<file path="src/rtl/ad9958_pkg.sv">
// AD9958 register map, CSR fields, channel register bundle
// and the instruction-address to data-length decode.
package ad9958_pkg;

  localparam logic [4:0] CSR_ADDR   = 5'h00;
  localparam logic [4:0] FR1_ADDR   = 5'h01;
  localparam logic [4:0] CFR_ADDR   = 5'h03;
  localparam logic [4:0] CFTW0_ADDR = 5'h04;
  localparam logic [4:0] CPOW0_ADDR = 5'h05;
  localparam logic [4:0] ACR_ADDR   = 5'h06;

  localparam int CH0_EN  = 6;
  localparam int CH1_EN  = 7;
  localparam int MODE_HI = 2;
  localparam int MODE_LO = 1;

  localparam logic [7:0] CSR_DEFAULT = 8'hF0;

  typedef struct packed {
    logic [31:0] ftw;
    logic [13:0] pow;
    logic [9:0]  asf;
  } chan_regs_t;

  // Data bytes that follow a write instruction.
  function automatic logic [2:0] reg_len(input logic [4:0] a);
    logic [2:0] n;
    unique case (a)
      CSR_ADDR:                     n = 3'd1;
      FR1_ADDR, CFR_ADDR, ACR_ADDR: n = 3'd3;
      5'h02, CPOW0_ADDR, 5'h07:     n = 3'd2;
      default:
        n = (a > 5'h18) ? 3'd0 : 3'd4;
    endcase
    return n;
  endfunction

endpackage

</file>
<file path="src/rtl/ad9958_spi_deserializer.sv">
// Synchronizes cs/sclk/sdio/io_update/master_reset, detects edges
// and assembles 1-bit or 4-bit serial data into bytes (MSB first).
// Ports: clock, reset_n; raw cs, sclk, sdio[3:0], master_reset,
// io_update; mode4 selects nibble shifting. Outputs byte_valid and
// byte_data (combinational on the completing sclk edge), frame_start,
// frame_end, bit_pending, update_rise and synchronized mreset.
module ad9958_spi_deserializer
  import ad9958_pkg::*;
#(
  parameter int SYNC_STAGES = 2
) (
  input  logic       clock,
  input  logic       reset_n,
  input  logic       cs,
  input  logic       sclk,
  input  logic [3:0] sdio,
  input  logic       master_reset,
  input  logic       io_update,
  input  logic       mode4,
  output logic       byte_valid,
  output logic [7:0] byte_data,
  output logic       frame_start,
  output logic       frame_end,
  output logic       bit_pending,
  output logic       update_rise,
  output logic       mreset
);

  // {master_reset, io_update, sdio, sclk, cs}; cs idles high
  localparam logic [7:0] SYNC_RST = 8'h01;

  logic [7:0] sq [SYNC_STAGES];
  logic       cs_s;
  logic       sclk_s;
  logic       upd_s;
  logic [3:0] sdio_s;
  logic       cs_d;
  logic       sclk_d;
  logic       upd_d;
  logic [6:0] sh;
  logic [2:0] cnt;
  logic       sclk_rise;
  logic       last;

  always_ff @(posedge clock or negedge reset_n) begin
    if (!reset_n) begin
      for (int i = 0; i < SYNC_STAGES; i++)
        sq[i] <= SYNC_RST;
    end else begin
      sq[0] <= {master_reset, io_update, sdio, sclk, cs};
      for (int i = 1; i < SYNC_STAGES; i++)
        sq[i] <= sq[i-1];
    end
  end

  assign {mreset, upd_s, sdio_s, sclk_s, cs_s} =
    sq[SYNC_STAGES-1];

  assign frame_start = cs_d & ~cs_s;
  assign frame_end   = ~cs_d & cs_s;
  assign sclk_rise   = sclk_s & ~sclk_d & ~cs_s;
  assign update_rise = upd_s & ~upd_d;

  assign last = mode4 ? (cnt == 3'd1) : (cnt == 3'd7);
  assign byte_data = mode4 ? {sh[3:0], sdio_s}
                           : {sh[6:0], sdio_s[0]};
  assign byte_valid  = sclk_rise & last & ~mreset;
  assign bit_pending = cnt != 3'd0;

  always_ff @(posedge clock or negedge reset_n) begin
    if (!reset_n) begin
      cs_d   <= 1'b1;
      sclk_d <= 1'b0;
      upd_d  <= 1'b0;
      sh     <= '0;
      cnt    <= '0;
    end else begin
      cs_d   <= cs_s;
      sclk_d <= sclk_s;
      upd_d  <= upd_s;
      if (mreset || frame_start || frame_end) begin
        cnt <= '0;
      end else if (sclk_rise) begin
        sh  <= byte_data[6:0];
        cnt <= last ? 3'd0 : cnt + 3'd1;
      end
    end
  end

endmodule

</file>
<file path="src/rtl/ad9958_spi_responder.sv">
// AD9958 serial-port responder: instruction/data FSM, buffered
// channel registers and io_update transfer to active outputs.
// Ports: clock, reset_n, cs, sclk, sdio[3:0], master_reset,
// io_update in; csr, ftw/pow/asf per channel, reg_wr_strobe,
// reg_wr_addr, update_pulse, frame_error out (all registered).
module ad9958_spi_responder
  import ad9958_pkg::*;
#(
  parameter int SYNC_STAGES = 2
) (
  input  logic        clock,
  input  logic        reset_n,
  input  logic        cs,
  input  logic        sclk,
  input  logic [3:0]  sdio,
  input  logic        master_reset,
  input  logic        io_update,
  output logic [7:0]  csr,
  output logic [31:0] ftw_ch0,
  output logic [31:0] ftw_ch1,
  output logic [13:0] pow_ch0,
  output logic [13:0] pow_ch1,
  output logic [9:0]  asf_ch0,
  output logic [9:0]  asf_ch1,
  output logic        reg_wr_strobe,
  output logic [4:0]  reg_wr_addr,
  output logic        update_pulse,
  output logic        frame_error
);

  typedef enum logic [1:0] {
    IDLE,
    INSTR,
    DATA,
    DRAIN
  } state_t;

  state_t      state;
  logic [4:0]  addr;
  logic [2:0]  left;
  logic [23:0] acc;
  chan_regs_t  buf0;
  chan_regs_t  buf1;
  chan_regs_t  act0;
  chan_regs_t  act1;

  logic        byte_valid;
  logic [7:0]  byte_data;
  logic        frame_start;
  logic        frame_end;
  logic        bit_pending;
  logic        update_rise;
  logic        mreset;
  logic        mode4;
  logic [31:0] word;
  logic [2:0]  ilen;

  assign mode4 = csr[MODE_HI:MODE_LO] == 2'b11;
  assign word  = {acc, byte_data};
  assign ilen  = reg_len(byte_data[4:0]);

  ad9958_spi_deserializer #(
    .SYNC_STAGES(SYNC_STAGES)
  ) u_deser (
    .clock       (clock),
    .reset_n     (reset_n),
    .cs          (cs),
    .sclk        (sclk),
    .sdio        (sdio),
    .master_reset(master_reset),
    .io_update   (io_update),
    .mode4       (mode4),
    .byte_valid  (byte_valid),
    .byte_data   (byte_data),
    .frame_start (frame_start),
    .frame_end   (frame_end),
    .bit_pending (bit_pending),
    .update_rise (update_rise),
    .mreset      (mreset)
  );

  always_ff @(posedge clock or negedge reset_n) begin
    if (!reset_n) begin
      state         <= IDLE;
      addr          <= '0;
      left          <= '0;
      acc           <= '0;
      csr           <= CSR_DEFAULT;
      buf0          <= '0;
      buf1          <= '0;
      act0          <= '0;
      act1          <= '0;
      reg_wr_strobe <= 1'b0;
      reg_wr_addr   <= '0;
      update_pulse  <= 1'b0;
      frame_error   <= 1'b0;
    end else begin
      reg_wr_strobe <= 1'b0;
      update_pulse  <= 1'b0;
      frame_error   <= 1'b0;
      if (mreset) begin
        state       <= IDLE;
        addr        <= '0;
        left        <= '0;
        acc         <= '0;
        csr         <= CSR_DEFAULT;
        buf0        <= '0;
        buf1        <= '0;
        act0        <= '0;
        act1        <= '0;
        reg_wr_addr <= '0;
      end else begin
        // Copies pre-write buffers if a write lands this cycle.
        if (update_rise) begin
          act0         <= buf0;
          act1         <= buf1;
          update_pulse <= 1'b1;
        end
        if (frame_end) begin
          frame_error <= (state == DATA) ||
                         (state == INSTR && bit_pending);
          state <= IDLE;
        end else if (frame_start) begin
          state <= INSTR;
        end else if (byte_valid) begin
          unique case (state)
            INSTR: begin
              if (byte_data[7]) begin
                frame_error <= 1'b1;
                state       <= DRAIN;
              end else if (ilen != 3'd0) begin
                state <= DATA;
                addr  <= byte_data[4:0];
                left  <= ilen;
                acc   <= '0;
              end
            end
            DATA: begin
              acc  <= word[23:0];
              left <= left - 3'd1;
              if (left == 3'd1) begin
                state         <= INSTR;
                reg_wr_strobe <= 1'b1;
                reg_wr_addr   <= addr;
                unique case (1'b1)
                  addr == CSR_ADDR:
                    csr <= word[7:0];
                  addr == CFTW0_ADDR: begin
                    if (csr[CH0_EN]) buf0.ftw <= word;
                    if (csr[CH1_EN]) buf1.ftw <= word;
                  end
                  addr == CPOW0_ADDR: begin
                    if (csr[CH0_EN]) buf0.pow <= word[13:0];
                    if (csr[CH1_EN]) buf1.pow <= word[13:0];
                  end
                  addr == ACR_ADDR: begin
                    if (csr[CH0_EN]) buf0.asf <= word[9:0];
                    if (csr[CH1_EN]) buf1.asf <= word[9:0];
                  end
                  default: ;
                endcase
              end
            end
            default: ;
          endcase
        end
      end
    end
  end

  assign ftw_ch0 = act0.ftw;
  assign ftw_ch1 = act1.ftw;
  assign pow_ch0 = act0.pow;
  assign pow_ch1 = act1.pow;
  assign asf_ch0 = act0.asf;
  assign asf_ch1 = act1.asf;

endmodule
</file>
<file path="config.mk">
export PLATFORM = sky130hd
export DESIGN_NAME = ad9958_spi_responder
export DESIGN_NICKNAME = d
export VERILOG_FILES = /design/src/rtl/ad9958_pkg.sv /design/src/rtl/ad9958_spi_deserializer.sv /design/src/rtl/ad9958_spi_responder.sv
export SDC_FILE = /design/constraint.sdc
export NUM_CORES = 1
export LEC_CHECK = 0
export BUFFER_PORTS_ARGS = -buffer_cell sky130_fd_sc_hd__buf_2
export CAP_MARGIN = 20
export CORE_MARGIN = 2
export CORE_UTILIZATION = 53
export CTS_CLUSTER_SIZE = 24
export DETAILED_ROUTE_END_ITERATION = 10
export PLACE_DENSITY = 0.83
export SYNTH_ARGS = -nofsm -noshare
export SYNTH_HDL_FRONTEND = slang
export SYNTH_HIERARCHICAL = 1
export SYNTH_SLANG_ARGS = --single-unit
</file>
<file path="constraint.sdc">
create_clock -name clock -period 2.5 [get_ports clock]
set_input_delay 0.25 -clock clock [delete_from_list [all_inputs] [get_ports clock]]
set_output_delay 0.25 -clock clock [all_outputs]
set_load 0.1 [all_outputs]
</file>
==> flow_summary.ini, run 1 <==
[power_and_ir_drop]
power_density_mw_per_mm2 = 650
leakagePower_nw = 7.27
total_power_mw = 9.68
max-vdd-ir-drop_mv = 0.551

[timing]
max_slew_margin_pct = 34.6
worstMarginPinSlew_ns = 0.979
rsz0062_at_grt = true
max_freq_mhz = 398
setup_slack_ns = -0.0121
finalSetupViolations = 1
hold_violations = 0
fin_setup_tns_ns = -0.0121
finalCritPeriodShare_pct = 100
clock_skew_ns = 0.00857
min_period_ns = 2.51
report.final.slew_viol_count = 0

[synth]
ys.warnings.count = 6
syn_area_mm2 = 0.0123
synth_top_cell_by_area = dfrtp_1
postSynthAreaPerCell_um2 = 12.1
synth_cell_types = 52
syn_inst = 1020
netlist.area_leader.share_pct = 60.2
synth_area_leaders = dfrtp_1 (60%), mux2i_1 (9.9%), a22o_1 (6.5%)
async_reset_ff_share_pct = 100
synth_edf_count = 0
synth-seq-cells = 303
synth_nets = 1034
ys_seq_area_share_pct = 61.7
ys.flop_type = dfrtp_1

[clocking]
clk_latency_ns = 0.54
clk_pin_slew_ns = 0.06
h-tree-depth = 1
cts_tree = built
clock-sinks = 303
numCtsBuffers = 29
clk_path_buf_depth = 3
cts-root-buf = clkbuf_16

[setup_path]
critPathKind = register to register
r2r_setup_slack_ns = -0.01
r2r_end = buf0[23]
reg2reg_depth = 10
path_max_fanout = 7
endpoint = buf0[23]
r2r-start = csr[2]
endpoint_kind = register
required_ns = 2.92
crit_start = csr[2]
worstPathArrival_ns = 2.93
cp-start-kind = register

[layout]
layout-drive-gt1-share_pct = 25.4
finalInstanceArea_mm2 = 0.0149
num-nets-final = 1200
syn_to_final_growth_pct = 21.1
num-fill-cells = 1636
antennaDiodeCount = 0

[routing]
drt_first_iter_violations = 949
ant_nets = 0
drt_wl_total_um = 30100
via_per_inst = 5.99
drc_errors = 0
wl_per_cell_um = 20.2
firstDrtPassIters = 5
vias = 8930

[placement]
dp_worst_setup_slack_ns = -0.0688
portBuffers = 137
hpwl_um = 19600
gp_congestion = 0.803
post_dp_cell_area_mm2 = 0.0137

[grt]
grt_pass1_vias = 8613
gr-usage-all-layers_pct = 24.6
antenna_found_initial = 0
grt-ovfl-total = 0
grt_pass1_wl_um = 47900
grt_start_max_net_pins = 73

[floorplanning]
core_mm2 = 0.0227
die_w_um = 156
die_h_um = 156
die_area_mm2 = 0.0244
pin_count = 138
num_rows = 55
initial_utilization_pct = 54.1

[job]
maxCapViolCount = 0

[status]
status = finished, violations left
failed_checks = negative setup slack

[min_path]
hp-class = primary input to asynchronous set/reset pin
==> timing repair <==
item | in CTS | in global routing
gates cloned | 2 | 4
hold buffers | 9 | 0
pin swaps | 46 | 15
setup endpoints to repair | 91 | 145
resized for setup | 10 | 18
hold endpoints to repair | 74 | 0
buffers inserted | 3 | 4
==> through the flow <==
step           util (%)  std cells  hold WS, ns
2_1_floorplan         -       1020      -0.0456
3_3_place_gp       60.2       1419        0.252
3_5_place_dp       60.2       1419        0.259
4_1_cts            65.0       1485        0.277
5_1_grt            65.5       1492        0.320
6_report           65.5       1492        0.269
==> final cells by class <==
type / instances / area (um^2) / share of cell area [%]
Timing Repair Buffer: 209 / 1440 / 9.70
Inverter: 12 / 45.0 / 0.303
Sequential cell: 303 / 7600 / 51.1
Tap cell: 285 / 357 / 2.40
Multi-Input combinational cell: 631 / 4530 / 30.4
Clock buffer: 43 / 838 / 5.63
Clock inverter: 9 / 70.1 / 0.471
==> cell usage after synthesis, types with 3 or more instances <==
library cell,n
mux2i_1,121
a22o_1,91
clkbuf_1,41
dfrtp_1,296
o32ai_1,5
o21ai_0,45
nand2_1,34
dfstp_2,7
ha_1,4
nor2_4,4
mux2_2,15
nand3_1,14
nand2b_1,7
and3_1,5
nor2b_1,22
buf_1,12
inv_1,12
a21oi_1,48
nand4_1,35
nor2_1,132
buf_6,4
buf_2,21
nand3b_1,4
o211ai_1,3
==> cell usage in the layout, fill, tap and decap left out, types with 3 or more instances in the layout <==
master         netlist  layout
nor2b_1             22      21
dfrtp_4              0       3
dfstp_2              7       7
nor2b_4              2       3
o32ai_1              5       5
inv_1               12      12
a21oi_1             48      42
nand3b_1             4       4
buf_12               0      13
nand3_1             14      12
mux2_2              15      15
dlygate4sd3_1        0       9
clkbuf_16            0      29
clkbuf_1            41       8
o211ai_1             3       3
buf_4                1      44
buf_2               21     136
nand4_1             35      35
nor2_1             132     131
o21ai_0             45      43
nand2b_1             7       7
a22o_1              91      91
nor2_4               4       6
nand2_1             34      32
clkbuf_8             0       6
mux2i_1            121     121
buf_6                4       6
ha_1                 4       4
a21oi_4              0       8
clkinv_2             0       8
dfrtp_1            296     293
==> critical path: stages, from the launching register on <==
cell and delay, ns:
dfrtp_4 0.47, and2_4 0.16, nand4b_1 0.19, o31ai_2 0.09, inv_1 0.12, nor2_4 0.10
or3b_4 0.46, nor3_4 0.27, a21oi_2 0.14, buf_6 0.17, a22o_1 0.20
==> where the power goes <==
group	switching (mW)	leakage [nW]	internal, mW
Sequential	0.0219	4.16	4.94
Clock	1.81	0.455	2.41
Combinational	0.338	2.65	0.164
==> how the worst min path moves through the flow <==
stage,slack (ns),cells past startpoint,to,startpoint
finish,0.27,2,pow_ch1[5],reset_n
global route,0.32,2,pow_ch1[1],reset_n
CTS,0.28,2,buf0[13],reset_n
detailed placement,0.26,1,pow_ch1[5],reset_n
global placement,0.25,1,pow_ch1[6],reset_n
floorplan,-0.05,0,acc[0],reset_n
==> flip-flops by register name (all words and copies together) (netlist names), 4 cells and up <==
name            count
u_deser/sdio_s      4
u_deser/sq          9
pow_ch0            14
asf_ch0            10
ftw_ch1            32
buf1               56
csr                 8
u_deser/sh          7
ftw_ch0            32
acc                24
asf_ch1            10
reg_wr_addr         5
buf0               56
pow_ch1            14
addr                5
==> logic make-up (layout without fill, tap and decap cells) <==
group | Yosys count | count (layout) | share of synthesized area, %
flip-flops | 303 | 303 | 61.7
AND/OR/NAND/NOR | 276 | 278 | 11.2
AO/OA/AOI/OAI | 209 | 212 | 12.1
multiplexers | 136 | 136 | 11.2
buffers and inverters | 91 | 273 | 3.27
adder cells (fa/ha/maj) | 4 | 4 | 0.407
XOR/XNOR | 1 | 1 | 0.0713
==> layer usage <==
metal	up-vias	share of wire [%]	wire, um	GRT usage (%)
met5	-	0	0	0
met4	0	2.5	752	6.60
met3	63	6.8	2040	3.54
met2	381	48	14500	39.5
met1	4518	43	12800	35.5
li1	3968	-	-	-
Power figures use the tool's default switching activity.
==> inputs of run 2 (changes only) <==
--- a/config.mk
+++ b/config.mk
@@ -7,11 +7,13 @@
 export LEC_CHECK = 0
 export BUFFER_PORTS_ARGS = -buffer_cell sky130_fd_sc_hd__buf_2
 export CAP_MARGIN = 20
+export CORE_ASPECT_RATIO = 1.4
 export CORE_MARGIN = 2
 export CORE_UTILIZATION = 53
 export CTS_CLUSTER_SIZE = 24
 export DETAILED_ROUTE_END_ITERATION = 10
 export PLACE_DENSITY = 0.83
+export SETUP_SLACK_MARGIN = 0.05
 export SYNTH_ARGS = -nofsm -noshare
 export SYNTH_HDL_FRONTEND = slang
 export SYNTH_HIERARCHICAL = 1
==> run 2 against run 1 <==
  * The flow now finishes without violations
  * Clock power up 4%
  * Via count up 0.58%
  * Clock skew up 0.0036 ns
  * Critical path depth unchanged
  * Register-to-register slack better by 0.04 ns
  * Critical path type unchanged
  * Critical endpoint is now buf1[4]
  * Largest cell class unchanged
  * Highest routed layer unchanged
==> flow_summary.ini, run 2 (synthesis results as in run 1) <==
[timing]
worstMarginPinSlew_ns = 1.02
hold_violations = 0
rsz0062_at_grt = true
min_period_ns = 2.47
finalCritPeriodShare_pct = 98.8
finalSetupViolations = 0
setup_slack_ns = 0.0311
holdWs_ns = 0.289
report.final.slew_viol_count = 0
max_slew_margin_pct = 32.2
clock_skew_ns = 0.0122
fin_setup_tns_ns = 0
max_freq_mhz = 405

[setup_path]
endpoint_kind = register
r2r-start = csr[2]
path_max_fanout = 10
critPathKind = register to register
worstPathArrival_ns = 2.90
required_ns = 2.93
crit_start = csr[2]
cp-start-kind = register

[clocking]
clk_latency_ns = 0.54
clk_pin_slew_ns = 0.07
h-tree-depth = 1
clock-sinks = 303
numCtsBuffers = 27
cts_tree = built
cts-root-buf = clkbuf_16
clk_path_buf_depth = 3

[layout]
num-fill-cells = 1618
mostFrequentLayoutCells = dfrtp_1 (293), buf_2 (136), nor2_1 (131), mux2i_1 (121), a22o_1 (91)
syn_to_final_growth_pct = 21.4
final-seq-area_mm2 = 0.00760
num-nets-final = 1201
finalInstanceArea_mm2 = 0.0149
antennaDiodeCount = 0
multiInputGateArea_mm2 = 0.00450
final_common_cell = dfrtp_1
layout-drive-gt1-share_pct = 25.6
reg_top3 = buf0 (56), buf1 (56)

[job]
maxCapViolCount = 0

[min_path]
hp-class = primary input to asynchronous set/reset pin

[routing]
vias = 8982
via_per_inst = 5.95
drc_errors = 0
firstDrtPassIters = 8
drt_wl_total_um = 31400
wl_per_cell_um = 20.8
ant_nets = 0
drt_first_iter_violations = 860

[placement]
post_dp_cell_area_mm2 = 0.0137
dp_worst_setup_slack_ns = -0.103
hpwl_um = 20100
gp_congestion = 0.878
portBuffers = 137

[grt]
grt_pass1_wl_um = 49500
grt-ovfl-total = 0
grt_start_max_net_pins = 99
gr-usage-all-layers_pct = 25.5
grt_pass1_vias = 9077
antenna_found_initial = 0

[floorplanning]
initial_utilization_pct = 54.2
die_h_um = 184
die_w_um = 133
pin_count = 138
die_area_mm2 = 0.0244
num_rows = 65
core_mm2 = 0.0227

[power_and_ir_drop]
p_seq_share_pct = 50.4
power_density_mw_per_mm2 = 659
max-vdd-ir-drop_mv = 0.596
p_comb_share_pct = 5.1
p_sw_mw = 2.18
p_int_mw = 7.66
swShare_pct = 22.1
power.share.clock_pct = 44.5
leakagePower_nw = 7.26

[status]
status = completed
-- run 2: worst paths after layout --
| path | endpoint | slack, ns | depth (start not counted) |
|---|---|---|---|
| hold reg to reg | u_deser/mreset | 0.35 | 0 |
| min in group clock | u_deser/sq[12] | 0.35 | 2 |
| max in group asynchronous | csr[5] | 1.37 | 3 |
| setup / recovery | buf1[4] | 0.03 | 10 |
| hold / removal | pow_ch1[1] | 0.29 | 2 |
| setup reg to reg | buf1[4] | 0.03 | 10 |
-- run 2: what timing repair did --
item	in CTS	in global routing
buffers inserted	5	6
pin swaps	25	20
gates resized for setup	7	14
endpoints found under the setup margin	87	138
hold endpoints to repair	81	0
hold buffers	9	0
gates cloned	2	3
-- run 2: final cells by class --
class / count / share of cell area (%)
Sequential cell: 303 / 50.9
Clock buffer: 38 / 5.14
Clock inverter: 12 / 1.13
Timing Repair Buffer: 213 / 9.82
Inverter: 12 / 0.302
Multi-Input combinational cell: 630 / 30.1
Tap cell: 301 / 2.52
-- run 2: routing by layer --
layer	GRT usage [%]	vias to the layer above	routed length, um	part of all wire, %
met2	45.1	401	16600	53
met5	0	-	0	0
li1	-	3975	-	-
met1	31.1	4511	11500	37
met4	12.2	0	1370	4.4
met3	3.16	95	1860	5.9
-- run 2: critical path, stage by stage (launching register included) --
cell      delay [ns]
dfrtp_4         0.47
and2_4          0.17
nand4b_1        0.17
o31ai_2         0.10
inv_2           0.09
nor2_4          0.08
or3b_4          0.45
nor3_4          0.27
buf_4           0.19
a21oi_4         0.09
a22o_1          0.28
-- run 2: power groups by stage --
stage | Combinational (mW) | Clock [mW] | Sequential (mW)
2_1_floorplan | 0.257 | 0 | 5.05
3_3_place_gp | 0.470 | 0 | 5.05
3_5_place_dp | 0.479 | 0 | 5.05
4_1_cts | 0.500 | 4.41 | 4.96
5_1_grt | 0.546 | 4.61 | 4.96
6_report | 0.505 | 4.37 | 4.96
-- run 2: per-stage QoR --
step / util [%] / power [mW] / std cells
after floorplan: - / 5.30 / 1020
final: 65.8 / 9.83 / 1509
after global routing: 65.8 / 10.1 / 1509
after detailed placement: 60.2 / 5.53 / 1434
after CTS: 65.2 / 9.86 / 1500
after global placement: 60.2 / 5.52 / 1434
